**config.mk**
```make
export PLATFORM = sky130hd
export DESIGN_NAME = dht11_poll_ctrl_flat
export DESIGN_NICKNAME = d
export VERILOG_FILES = /design/src/rtl/dht11_poll_ctrl_if.sv /design/src/rtl/dht11_poll_ctrl.sv /design/src/flat_wrapper.sv
export SDC_FILE = /design/constraint.sdc
export NUM_CORES = 1
export LEC_CHECK = 0
export CAP_MARGIN = 20
export CORE_MARGIN = 2
export CORE_UTILIZATION = 40
export CTS_CLUSTER_SIZE = 40
export DETAILED_ROUTE_END_ITERATION = 10
export MAX_ROUTING_LAYER = met4
export PLACE_DENSITY_LB_ADDON = 0.08
export SLEW_MARGIN = 20
export SYNTH_ARGS = -nofsm -noshare
export SYNTH_HDL_FRONTEND = slang
export SYNTH_SLANG_ARGS = --single-unit
```
**constraint.sdc**
```tcl
create_clock -name clk_50M -period 3.35 [get_ports clk_50M]
set_input_delay 0.67 -clock clk_50M [delete_from_list [all_inputs] [get_ports clk_50M]]
set_output_delay 0.67 -clock clk_50M [all_outputs]
set_load 0.05 [all_outputs]
```
**src/rtl/dht11_poll_ctrl_if.sv**
```systemverilog
// Signal bundle between the DHT11 poll sequencer and its environment
// (host request side plus the single-wire receiver that decodes the frame).
interface dht11_poll_ctrl_if;
    logic       start_req;
    logic       auto_en;
    logic       sensor_oe;
    logic       rx_rst_n;
    logic       rx_data_valid;
    logic [7:0] rx_rh_int;
    logic [7:0] rx_t_int;
    logic       busy;
    logic       read_ok;
    logic       read_fail;
    logic [7:0] rh_last;
    logic [7:0] t_last;
    logic [1:0] retry_cnt;
    logic [7:0] err_count;

    // Environment: issues requests and presents the receiver's decoded bytes.
    modport master (
        output start_req, auto_en, rx_data_valid, rx_rh_int, rx_t_int,
        input  sensor_oe, rx_rst_n, busy, read_ok, read_fail,
               rh_last, t_last, retry_cnt, err_count
    );

    // Sequencer: drives the sensor line, receiver reset and status.
    modport slave (
        input  start_req, auto_en, rx_data_valid, rx_rh_int, rx_t_int,
        output sensor_oe, rx_rst_n, busy, read_ok, read_fail,
               rh_last, t_last, retry_cnt, err_count
    );
endinterface

```
**src/rtl/dht11_poll_ctrl.sv**
```systemverilog
// DHT11 read sequencer: host start pulse, receiver arming, timeout/retry with
// sensor rest time, periodic polling, and capture of the last good RH/T bytes.
module dht11_poll_ctrl #(
    parameter int unsigned START_LOW_CYC   = 900_000,
    parameter int unsigned RELEASE_CYC     = 50,
    parameter int unsigned TIMEOUT_CYC     = 500_000,
    parameter int unsigned HOLDOFF_CYC     = 50_000_000,
    parameter int unsigned POLL_PERIOD_CYC = 100_000_000,
    parameter int unsigned MAX_RETRY       = 2
) (
    input  logic             clk_50M,
    input  logic             reset,
    dht11_poll_ctrl_if.slave bus
);
    localparam int CNT_W = 27;

    localparam logic [CNT_W-1:0] START_LAST   = CNT_W'(START_LOW_CYC - 1);
    localparam logic [CNT_W-1:0] RELEASE_LAST = CNT_W'(RELEASE_CYC - 1);
    localparam logic [CNT_W-1:0] TIMEOUT_LAST = CNT_W'(TIMEOUT_CYC - 1);
    localparam logic [CNT_W-1:0] POLL_LAST    = CNT_W'(POLL_PERIOD_CYC - 1);
    localparam logic [CNT_W-1:0] HOLDOFF_LD   = CNT_W'(HOLDOFF_CYC);
    localparam logic [1:0]       RETRY_MAX    = 2'(MAX_RETRY);

    typedef enum logic [2:0] {
        S_IDLE,
        S_START_LOW,
        S_RELEASE,
        S_LISTEN,
        S_BACKOFF
    } state_e;

    state_e           state_q,     state_d;
    logic [CNT_W-1:0] cyc_q,       cyc_d;
    logic [CNT_W-1:0] holdoff_q,   holdoff_d;
    logic [CNT_W-1:0] poll_q,      poll_d;
    logic             pending_q,   pending_d;
    logic             sensor_oe_q, sensor_oe_d;
    logic             rx_rst_n_q,  rx_rst_n_d;
    logic             busy_q,      busy_d;
    logic             read_ok_q,   read_ok_d;
    logic             read_fail_q, read_fail_d;
    logic [7:0]       rh_q,        rh_d;
    logic [7:0]       t_q,         t_d;
    logic [1:0]       retry_q,     retry_d;
    logic [7:0]       err_q,       err_d;
    logic             poll_wrap;

    always_comb begin
        // NOTE: every *_d is given a default before the case so no path leaves it unassigned (no latch).
        state_d     = state_q;
        cyc_d       = cyc_q;
        sensor_oe_d = sensor_oe_q;
        rx_rst_n_d  = rx_rst_n_q;
        busy_d      = busy_q;
        read_ok_d   = 1'b0;
        read_fail_d = 1'b0;
        rh_d        = rh_q;
        t_d         = t_q;
        retry_d     = retry_q;
        err_d       = err_q;
        holdoff_d   = (holdoff_q != '0) ? holdoff_q - 1'b1 : holdoff_q;

        poll_wrap = bus.auto_en && (poll_q == POLL_LAST);
        if (!bus.auto_en || poll_wrap) poll_d = '0;
        else                           poll_d = poll_q + 1'b1;

        // Requests arriving while busy only arm the next transaction.
        pending_d = pending_q | bus.start_req | poll_wrap;

        unique case (state_q)
            S_IDLE: begin
                if (pending_q && holdoff_q == '0) begin
                    state_d     = S_START_LOW;
                    pending_d   = bus.start_req | poll_wrap;
                    retry_d     = '0;
                    busy_d      = 1'b1;
                    sensor_oe_d = 1'b1;
                    cyc_d       = '0;
                end
            end
            S_START_LOW: begin
                if (cyc_q == START_LAST) begin
                    state_d     = S_RELEASE;
                    sensor_oe_d = 1'b0;
                    cyc_d       = '0;
                end else begin
                    cyc_d = cyc_q + 1'b1;
                end
            end
            S_RELEASE: begin
                if (cyc_q == RELEASE_LAST) begin
                    state_d    = S_LISTEN;
                    rx_rst_n_d = 1'b1;
                    cyc_d      = '0;
                end else begin
                    cyc_d = cyc_q + 1'b1;
                end
            end
            S_LISTEN: begin
                // A frame arriving on the timeout cycle still counts as a success.
                if (bus.rx_data_valid) begin
                    rh_d       = bus.rx_rh_int;
                    t_d        = bus.rx_t_int;
                    read_ok_d  = 1'b1;
                    busy_d     = 1'b0;
                    rx_rst_n_d = 1'b0;
                    holdoff_d  = HOLDOFF_LD;
                    state_d    = S_IDLE;
                end else if (cyc_q == TIMEOUT_LAST) begin
                    rx_rst_n_d = 1'b0;
                    holdoff_d  = HOLDOFF_LD;
                    if (err_q != 8'hFF) err_d = err_q + 1'b1;
                    if (retry_q < RETRY_MAX) begin
                        retry_d = retry_q + 1'b1;
                        state_d = S_BACKOFF;
                    end else begin
                        read_fail_d = 1'b1;
                        busy_d      = 1'b0;
                        state_d     = S_IDLE;
                    end
                end else begin
                    cyc_d = cyc_q + 1'b1;
                end
            end
            S_BACKOFF: begin
                if (holdoff_q == '0) begin
                    state_d     = S_START_LOW;
                    sensor_oe_d = 1'b1;
                    cyc_d       = '0;
                end
            end
            default: state_d = S_IDLE;
        endcase
    end

    // Async reset releases the sensor line at once and restarts the rest period.
    always_ff @(posedge clk_50M or negedge reset) begin
        if (!reset) begin
            state_q     <= S_IDLE;
            cyc_q       <= '0;
            holdoff_q   <= HOLDOFF_LD;
            poll_q      <= '0;
            pending_q   <= 1'b0;
            sensor_oe_q <= 1'b0;
            rx_rst_n_q  <= 1'b0;
            busy_q      <= 1'b0;
            read_ok_q   <= 1'b0;
            read_fail_q <= 1'b0;
            rh_q        <= '0;
            t_q         <= '0;
            retry_q     <= '0;
            err_q       <= '0;
        end else begin
            // NOTE: non-blocking assignments so every flop samples the pre-edge values.
            state_q     <= state_d;
            cyc_q       <= cyc_d;
            holdoff_q   <= holdoff_d;
            poll_q      <= poll_d;
            pending_q   <= pending_d;
            sensor_oe_q <= sensor_oe_d;
            rx_rst_n_q  <= rx_rst_n_d;
            busy_q      <= busy_d;
            read_ok_q   <= read_ok_d;
            read_fail_q <= read_fail_d;
            rh_q        <= rh_d;
            t_q         <= t_d;
            retry_q     <= retry_d;
            err_q       <= err_d;
        end
    end

    assign bus.sensor_oe = sensor_oe_q;
    assign bus.rx_rst_n  = rx_rst_n_q;
    assign bus.busy      = busy_q;
    assign bus.read_ok   = read_ok_q;
    assign bus.read_fail = read_fail_q;
    assign bus.rh_last   = rh_q;
    assign bus.t_last    = t_q;
    assign bus.retry_cnt = retry_q;
    assign bus.err_count = err_q;
endmodule

```
**src/flat_wrapper.sv**
```systemverilog
// flat-port wrapper written by rule: the top's interface ports become plain ports
module dht11_poll_ctrl_flat 
#(
    parameter int unsigned START_LOW_CYC   = 900_000,
    parameter int unsigned RELEASE_CYC     = 50,
    parameter int unsigned TIMEOUT_CYC     = 500_000,
    parameter int unsigned HOLDOFF_CYC     = 50_000_000,
    parameter int unsigned POLL_PERIOD_CYC = 100_000_000,
    parameter int unsigned MAX_RETRY       = 2
)
  (clk_50M, reset, bus_start_req, bus_auto_en, bus_rx_data_valid, bus_rx_rh_int, bus_rx_t_int, bus_sensor_oe, bus_rx_rst_n, bus_busy, bus_read_ok, bus_read_fail, bus_rh_last, bus_t_last, bus_retry_cnt, bus_err_count);
  dht11_poll_ctrl_if bus_i ();
  input  logic clk_50M;
  input  logic reset;
  input wire logic [$bits(bus_i.start_req)-1:0] bus_start_req;
  input wire logic [$bits(bus_i.auto_en)-1:0] bus_auto_en;
  input wire logic [$bits(bus_i.rx_data_valid)-1:0] bus_rx_data_valid;
  input wire logic [$bits(bus_i.rx_rh_int)-1:0] bus_rx_rh_int;
  input wire logic [$bits(bus_i.rx_t_int)-1:0] bus_rx_t_int;
  output wire logic [$bits(bus_i.sensor_oe)-1:0] bus_sensor_oe;
  output wire logic [$bits(bus_i.rx_rst_n)-1:0] bus_rx_rst_n;
  output wire logic [$bits(bus_i.busy)-1:0] bus_busy;
  output wire logic [$bits(bus_i.read_ok)-1:0] bus_read_ok;
  output wire logic [$bits(bus_i.read_fail)-1:0] bus_read_fail;
  output wire logic [$bits(bus_i.rh_last)-1:0] bus_rh_last;
  output wire logic [$bits(bus_i.t_last)-1:0] bus_t_last;
  output wire logic [$bits(bus_i.retry_cnt)-1:0] bus_retry_cnt;
  output wire logic [$bits(bus_i.err_count)-1:0] bus_err_count;
  assign bus_i.start_req = bus_start_req;
  assign bus_i.auto_en = bus_auto_en;
  assign bus_i.rx_data_valid = bus_rx_data_valid;
  assign bus_i.rx_rh_int = bus_rx_rh_int;
  assign bus_i.rx_t_int = bus_rx_t_int;
  assign bus_sensor_oe = bus_i.sensor_oe;
  assign bus_rx_rst_n = bus_i.rx_rst_n;
  assign bus_busy = bus_i.busy;
  assign bus_read_ok = bus_i.read_ok;
  assign bus_read_fail = bus_i.read_fail;
  assign bus_rh_last = bus_i.rh_last;
  assign bus_t_last = bus_i.t_last;
  assign bus_retry_cnt = bus_i.retry_cnt;
  assign bus_err_count = bus_i.err_count;
  dht11_poll_ctrl #(.START_LOW_CYC(START_LOW_CYC), .RELEASE_CYC(RELEASE_CYC), .TIMEOUT_CYC(TIMEOUT_CYC), .HOLDOFF_CYC(HOLDOFF_CYC), .POLL_PERIOD_CYC(POLL_PERIOD_CYC), .MAX_RETRY(MAX_RETRY)) u_core (.clk_50M(clk_50M), .reset(reset), .bus(bus_i));
endmodule
```
==> results of run 1 <==
## where the power goes
part           internal, uW  total, uW  switching (uW)
registers              1410       1420            10.2
logic                  47.2        118            70.9
clock network          1050       1650             596
total                  2510       3190             678
## state kept, by name, summed over array words and instances, names as in the netlist, 2 cells and up
register / cells
u_core.state_q: 3
u_core.bus.t_last: 8
u_core.holdoff_q: 27
u_core.bus.rh_last: 8
u_core.poll_q: 27
u_core.bus.err_count: 8
u_core.bus.retry_cnt: 2
u_core.cyc_q: 27
## synthesized netlist by cell type, drive strengths merged, types with 3 or more instances
cell      n
dfstp    12
nand4b    8
and3     13
nor2b     6
a21oi    12
nand4    16
nor2     83
nor4     16
and4b     3
mux2i     4
a211o     5
dfrtp   104
nand2b    5
and2      4
inv      15
o21ai    14
o31ai     4
nand2    99
buf      12
o41ai     6
o211ai   10
or3       4
xor2     33
ha        6
and4      4
a22o     12
xnor2    21
a21o      3
nor3     26
clkbuf   11
or4      13
a211oi    5
nand3    30
## cell usage in the layout, fill, tap and decap left out, types with 4 or more instances in the layout
cell	netlist	layout
ha_1	6	6
nand2b_1	5	5
dfstp_2	12	12
clkbuf_1	11	4
o41ai_1	6	6
nor3_1	24	24
inv_1	14	14
a211oi_1	5	5
and3_1	13	13
clkdlybuf4s50_1	0	50
nor4_1	11	11
o211ai_1	10	10
buf_4	3	13
mux2i_1	4	4
nor2_1	83	83
or4_1	10	10
a22o_1	12	12
clkinv_2	0	4
xor2_1	33	33
nand2_1	99	99
nor2b_1	6	6
clkbuf_16	0	17
dfrtp_1	104	104
or3_1	4	4
xnor2_1	21	21
o21ai_0	11	11
nand3_1	30	30
nand4b_1	8	8
and2_1	4	4
clkbuf_8	0	6
a211o_1	5	5
nand4_1	14	14
and4_1	4	4
a21oi_1	12	12
## worst max path at each step
stage | endpoint | cells past startpoint | slack, ns
3_5_place_dp | u_core.cyc_q[14]$_DFFE_PN0P_ | 8 | 0.54
3_3_place_gp | u_core.cyc_q[22]$_DFFE_PN0P_ | 7 | 0.62
5_1_grt | u_core.cyc_q[0]$_DFFE_PN0P_ | 8 | 0.22
6_report | u_core.cyc_q[0]$_DFFE_PN0P_ | 8 | 0.53
2_1_floorplan | u_core.cyc_q[8]$_DFFE_PN0P_ | 8 | 0.94
4_1_cts | u_core.cyc_q[0]$_DFFE_PN0P_ | 8 | 0.54
## cell type report
| class | instances | area [um^2] | share of cell area |
|---|---|---|---|
| clock buffer | 27 | 523 | 0.0717 |
| clock inverter | 4 | 20.0 | 0.00274 |
| inverter | 15 | 56.3 | 0.00772 |
| multi-input combinational | 480 | 2930 | 0.402 |
| sequential | 116 | 2920 | 0.400 |
| tap | 184 | 230 | 0.0316 |
| timing repair buffer | 64 | 618 | 0.0847 |
## through the flow
| stage | hold WS, ns | util | cells | area, um^2 |
|---|---|---|---|---|
| 6_report | 0.237 | 0.500 | 890 | 7300 |
| 3_5_place_dp | 0.465 | 0.463 | 859 | 6750 |
| 2_1_floorplan | 0.374 | - | 634 | 6020 |
| 5_1_grt | 0.255 | 0.500 | 890 | 7300 |
| 3_3_place_gp | 0.459 | 0.463 | 859 | 6750 |
| 4_1_cts | 0.239 | 0.500 | 890 | 7300 |
## routing by layer
layer  vias to the layer above  global-route usage
met5                         -                   -
met4                         0              0.0814
met3                        27              0.0493
met2                       123               0.292
met1                      2360               0.251
li1                       2368                   -
## cell families (layout without fill, tap and decap cells)
logic type / Yosys count / count (layout) / share of synthesized area
AOI/OAI and AO/OA: 78 / 78 / 0.0984
xor gates and xnor gates: 54 / 54 / 0.0786
adders and majority gates: 6 / 6 / 0.0125
buffers and inverters: 38 / 110 / 0.0279
DFF: 116 / 116 / 0.485
muxes: 5 / 5 / 0.00853
and+or+nand+nor: 337 / 337 / 0.289
## worst max-delay path, stage by stage, from the launching register on
cell,delay (ns)
dfrtp_1,0.38
inv_1,0.13
ha_1,0.18
nor4b_1,0.47
o21ai_0,0.30
o31ai_4,0.35
and2_1,0.49
nand3_1,0.19
o21ai_0,0.25
==> results.txt, run 1 <==
* Place WS: 0.542 ns
* Skew-Pair Late Insertion Delay: 0.41 ns
* Post-layout minimum cycle time: 2.82 ns
* Root Buffer Master: clkbuf_16
- Capturing element type of the critical path: register
* Final net count: 721
- Drt total wl: 14500 um
- Fraction of synthesis flops using an asynchronous set or reset pin: 1.00
- The number of antenna violations at the first check in global routing is 0.
- The flow ran to the end, and the final reports show no timing, DRC or antenna violations.
- Ratio of total power to cell area: 437 mW/mm^2
* Wire length of the first global-routing pass: 24200 um
* Starting utilization of the core area: 0.412
* Relative slew slack: 0.479
- Die Span Y: 127 um
* Number of distinct library cells after synthesis: 60
* Cell area after technology mapping: 0.00602 mm^2
* Maximum number of pins on one net before global-route repair: 80
- The final count of pins violating max slew came to 0.
- Wl on met1: 6730 um
- For this run the aggregate overflow at the end of global routing stands at 0.
- Capturing point of the worst reg2reg path: u_core.cyc_q[0]$_DFFE_PN0P_
- Setup violations remaining at the end of the flow were counted as 0.
- Tracing the worst setup path back leads to its startpoint at u_core.holdoff_q[0]$_DFF_PN0_.
* Static leakage power: 0.00317 uW
- The die covers 0.0160 mm^2.
* Reg2Reg Setup Slack: 0.53 ns
- Commonest register cell after synthesis: dfrtp_1
- Routed vias/inst: 5.48
- At the worst endpoint, the required time is 3.66 ns.
- Hold WC Path Type: in2async
* Remaining design rule violation count: 0
* # port buffers: 51
* Critical path launch point type: register
- The tool flagged a number of max-cap violations equal to 0.
- For this run, the total global-route usage over all layers was measured as 0.194.
- Core Rows: 44
- Maximum buffer depth of the clock tree: 2
- Fin worst setup slack: 0.526 ns
* Reg-to-reg startpoint: u_core.holdoff_q[0]$_DFF_PN0_
- After synthesis the netlist holds a flip-flop and latch count of 116.
- Count of warnings emitted by yosys: 0
* Count of flip-flops with a built-in enable after synthesis: 0
- Counting the fill cells in the layout gives 1336.
* Maximum ir drop on the vdd rail: 0.000335 V
- Share of the cycle needed by the critical path after routing: 0.843
- The share of synthesized area in the top cell type comes to 0.433.
- Summed over all nets, the half-perimeter wirelength after detailed placement is 9940 um.
- The hold violation count in the final report came to 0.
- A synthesized cell averages 9.49 um^2.
- DRT iter0 DRCs: 222
* Clock sink count: 116
* Crit Path Class: reg2reg
- Sorting the synthesized cells by area gives the leading types as dfrtp_1 43%, nand2_1 6.2%, dfstp_2 5.2%.
- For this run, the detailed router's first-pass iteration total came to 4.
- Number of setup buffers added after CTS: 0
- Of all nets on the critical path, the largest fanout is 13.
- In the final layout, the share of cells above drive strength 1 is 0.106.
* Clock tree from TritonCTS: built
- At the worst endpoint, the arrival time is 3.14 ns.
* Clock buffer count from CTS: 17
- 0 antenna diodes ended up in the layout.
- Power comes to 3190 uW.
* Slew at the pin closest to its max-slew limit: 0.782 ns
- I/O pin count: 52
* RSZ-0062 raised after global routing: no
* Placeable core region: 0.0146 mm^2
* Share of synthesized area occupied by flip-flops and latches: 0.485
* Routed length on met2: 6780 um
- After detailed routing, the average wire length per cell comes to 16.3 um.
- Wire length on met3: 697 um
- Synth-to-layout area growth: 21.3%
- Die X-Extent: 127 um
* Vias after detailed routing: 4878
- The number of nets in the synthesized netlist is 661.
- Number of cells on the worst reg-to-reg path: 8
* Syn Inst Count: 634
- In this run, post-CTS repair resized a total of 0 instances.
- Clock slew at the register clock pins of the worst setup and hold paths: 0.05 ns
- For this run, the top clock speed supported by timing is 0.354 GHz.
- Count of nets left with antenna violations after detail routing: 0
- At the end of routability-driven placement, the weighted congestion stood at 0.884.
- Number of global-route vias before repair: 4816
- Setup TNS: 0 ns
- Cell taking the most area after synthesis: dfrtp_1
- Setup clock skew after layout: 0.00773 ns
- The highest metal layer carrying signal wires in the routed design is met4.
- The clock tree synthesis step divided the H-tree into 4 levels.
- Cts-stage hold buffer count: 0
Note: power is estimated with default switching activity, not from simulation.
==> run 2: changes to the inputs <==
Clock period 3.35 ns to 2.9 ns, I/O delays scaled along.
==> results.txt, run 2 (same netlist as run 1, synthesis figures left out) <==
- The via count of the first global-routing pass was 4891.
* Wire length of the first global-routing pass: 24300 um
- The area growth from synthesis to layout is 23.7%.
* Largest registers in the final layout: u_core.cyc_q (27), u_core.holdoff_q (27), u_core.poll_q (27)
* Most used cells in the layout excluding fill and tap cells: 104 x dfrtp_1, 99 x nand2_1, 83 x nor2_1, 50 x clkdlybuf4s50_1, 33 x xor2_1
- Total of endpoints with negative setup slack in the final report: 0
- Post-route cell area: 0.00744 mm^2
- Hold WC Path Type: in2async
- Maximum number of pins on one net before global-route repair: 117
- The routed design could run at a clock period as short as 2.58 ns.
- Cts-stage hold buffer count: 0
- Place WS: 0.183 ns
- Of the cells placed in the final design, the portion with a size suffix greater than 1 is 0.123.
- Critical path arrival: 2.88 ns
- Static leakage power: 0.00325 uW
- In this run the cell area measured after placement is 0.00683 mm^2.
* Ratio of total power to cell area: 528 mW/mm^2
* Die X-Extent: 127 um
- Derived from the worst setup path, the maximum achievable clock frequency is 0.388 GHz.
- After detailed routing, the number of remaining DRC violations is 0.
- Once the clock tree was built, the setup fixing pass inserted 0 buffers.
- In the routed layout, each cell is associated on average with a via count of 5.50.
- Fin worst setup slack: 0.319 ns
- Setup clock skew after layout: 0.00709 ns
* Critical path launch point type: register
- Clock tree synthesis inserted a total of 17 buffers.
- Slew at the pin closest to its max-slew limit: 0.833 ns
- The detail route stage leaves a number of antenna-violating nets equal to 0.
- TritonCTS built the clock tree.
* Clock sink count: 116
* Starting utilization of the core area: 0.412
- Detailed Place HPWL: 9900 um
- Setup TNS: 0 ns
* Worst hold margin: 0.252 ns
- Global-route congestion overflow total: 0
* DRT iter0 DRCs: 312
- Data required time at the worst endpoint: 3.20 ns
- Crit Path Class: reg2reg
- For this run, the post-layout net count is 731.
* Detailed-route wire length per cell: 15.9 um
- Resized Gates After CTS: 0
- The flow ran to the end, and the final reports show no timing, DRC or antenna violations.
* Share of the cycle needed by the critical path after routing: 0.890
- Clock slew at the register clock pins of the worst setup and hold paths: 0.05 ns
* Skew-Pair Late Insertion Delay: 0.41 ns
* Maximum buffer depth of the clock tree: 2
- Hold Vio Cnt, Final: 0
- Along the worst path, the maximum fanout reaches 9.
- Die area: 0.0160 mm^2
- Final RePlAce weighted congestion: 0.896
* Relative slew slack: 0.440
* RSZ-0062 raised after global routing: no
- 52 I/O pins were placed.
- Buffers placed on the I/O ports in this run total 51.
* Drt total wl: 14400 um
- For this run, the total global-route usage over all layers was measured as 0.195.
- The number of antenna violations at the first check in global routing came to 0.
- 0 antenna diodes ended up in the layout.
* Number of placed instances, taps included: 869
* Length of the first detailed-routing pass in iterations: 4
* Count of pins over their slew limit: 0
- Non-filler instance count after layout: 901
* Root Buffer Master: clkbuf_16
- The core region is 0.0146 mm^2.
* Maximum ir drop on the vdd rail: 0.000423 V
- Number of H-tree branching levels: 4
* Most frequent standard cell in the layout excluding fill and tap cells: dfrtp_1
* Core Rows: 44
* # Max-Cap Violations: 0
- Counting cells, the worst reg-to-reg path comes to 7.
* Vias after detailed routing: 4960
- From bottom edge to top edge, the die measures 127 um.
- Capturing element type of the critical path: register
## run 2: cell types whose count changed in the layout (fill, tap and decap cells not counted), sizes merged
cell      previous run  this run
buf                 14        24
bufinv               0         3
clkbuf              27        23
clkinvlp             0         2
## run 2: metal layers
metal,GRT usage,up-vias,part of all wire
li1,-,2397,-
met1,0.250,2453,0.47
met2,0.301,93,0.49
met4,0.0718,0,0.012
met5,-,-,0
met3,0.0460,17,0.034
## run 2: area by class of cell
type	instances	area, um^2
Tap cell	184	230
Multi-Input combinational cell	480	2930
Inverter	15	56.3
Clock inverter	9	125
Sequential cell	116	2920
Clock buffer	23	488
Fill cell	1348	7150
Timing Repair Buffer	74	693
## run 2: final timing paths
kind                                                  start                            end  slack (ns)
worst max-delay path            u_core.cyc_q[6]$_DFFE_PN0P_    u_core.cyc_q[3]$_DFFE_PN0P_        0.32
worst min-delay path                                  reset  u_core.holdoff_q[5]$_DFF_PN0_        0.25
worst max register to register  u_core.cyc_q[6]$_DFFE_PN0P_    u_core.cyc_q[3]$_DFFE_PN0P_        0.32
worst min register to register   u_core.poll_q[0]$_DFF_PN0_     u_core.poll_q[0]$_DFF_PN0_        0.47
max in group asynchronous                             reset   u_core.cyc_q[19]$_DFFE_PN0P_        2.18
min in group clk_50M             u_core.poll_q[0]$_DFF_PN0_     u_core.poll_q[0]$_DFF_PN0_        0.47
## run 2: stage by stage
step	util	total power, uW
floorplan	-	1720
global placement	0.468	1810
detailed placement	0.468	1810
CTS	0.510	3990
global route	0.510	4090
finish	0.510	3930
## run 2: critical path, cell delays in order, from the launching register on
cell     delay (ns)
dfrtp_1        0.44
or4_4          0.57
or3_1          0.34
o31ai_2        0.29
nand2_1        0.13
buf_4          0.21
a211o_1        0.26
a22o_1         0.22
## run 2: where the power goes
part	switching, uW	internal (uW)	total (uW)
registers	11.7	1630	1640
clock network	713	1430	2150
logic	81.4	57.2	139
total	806	3120	3930
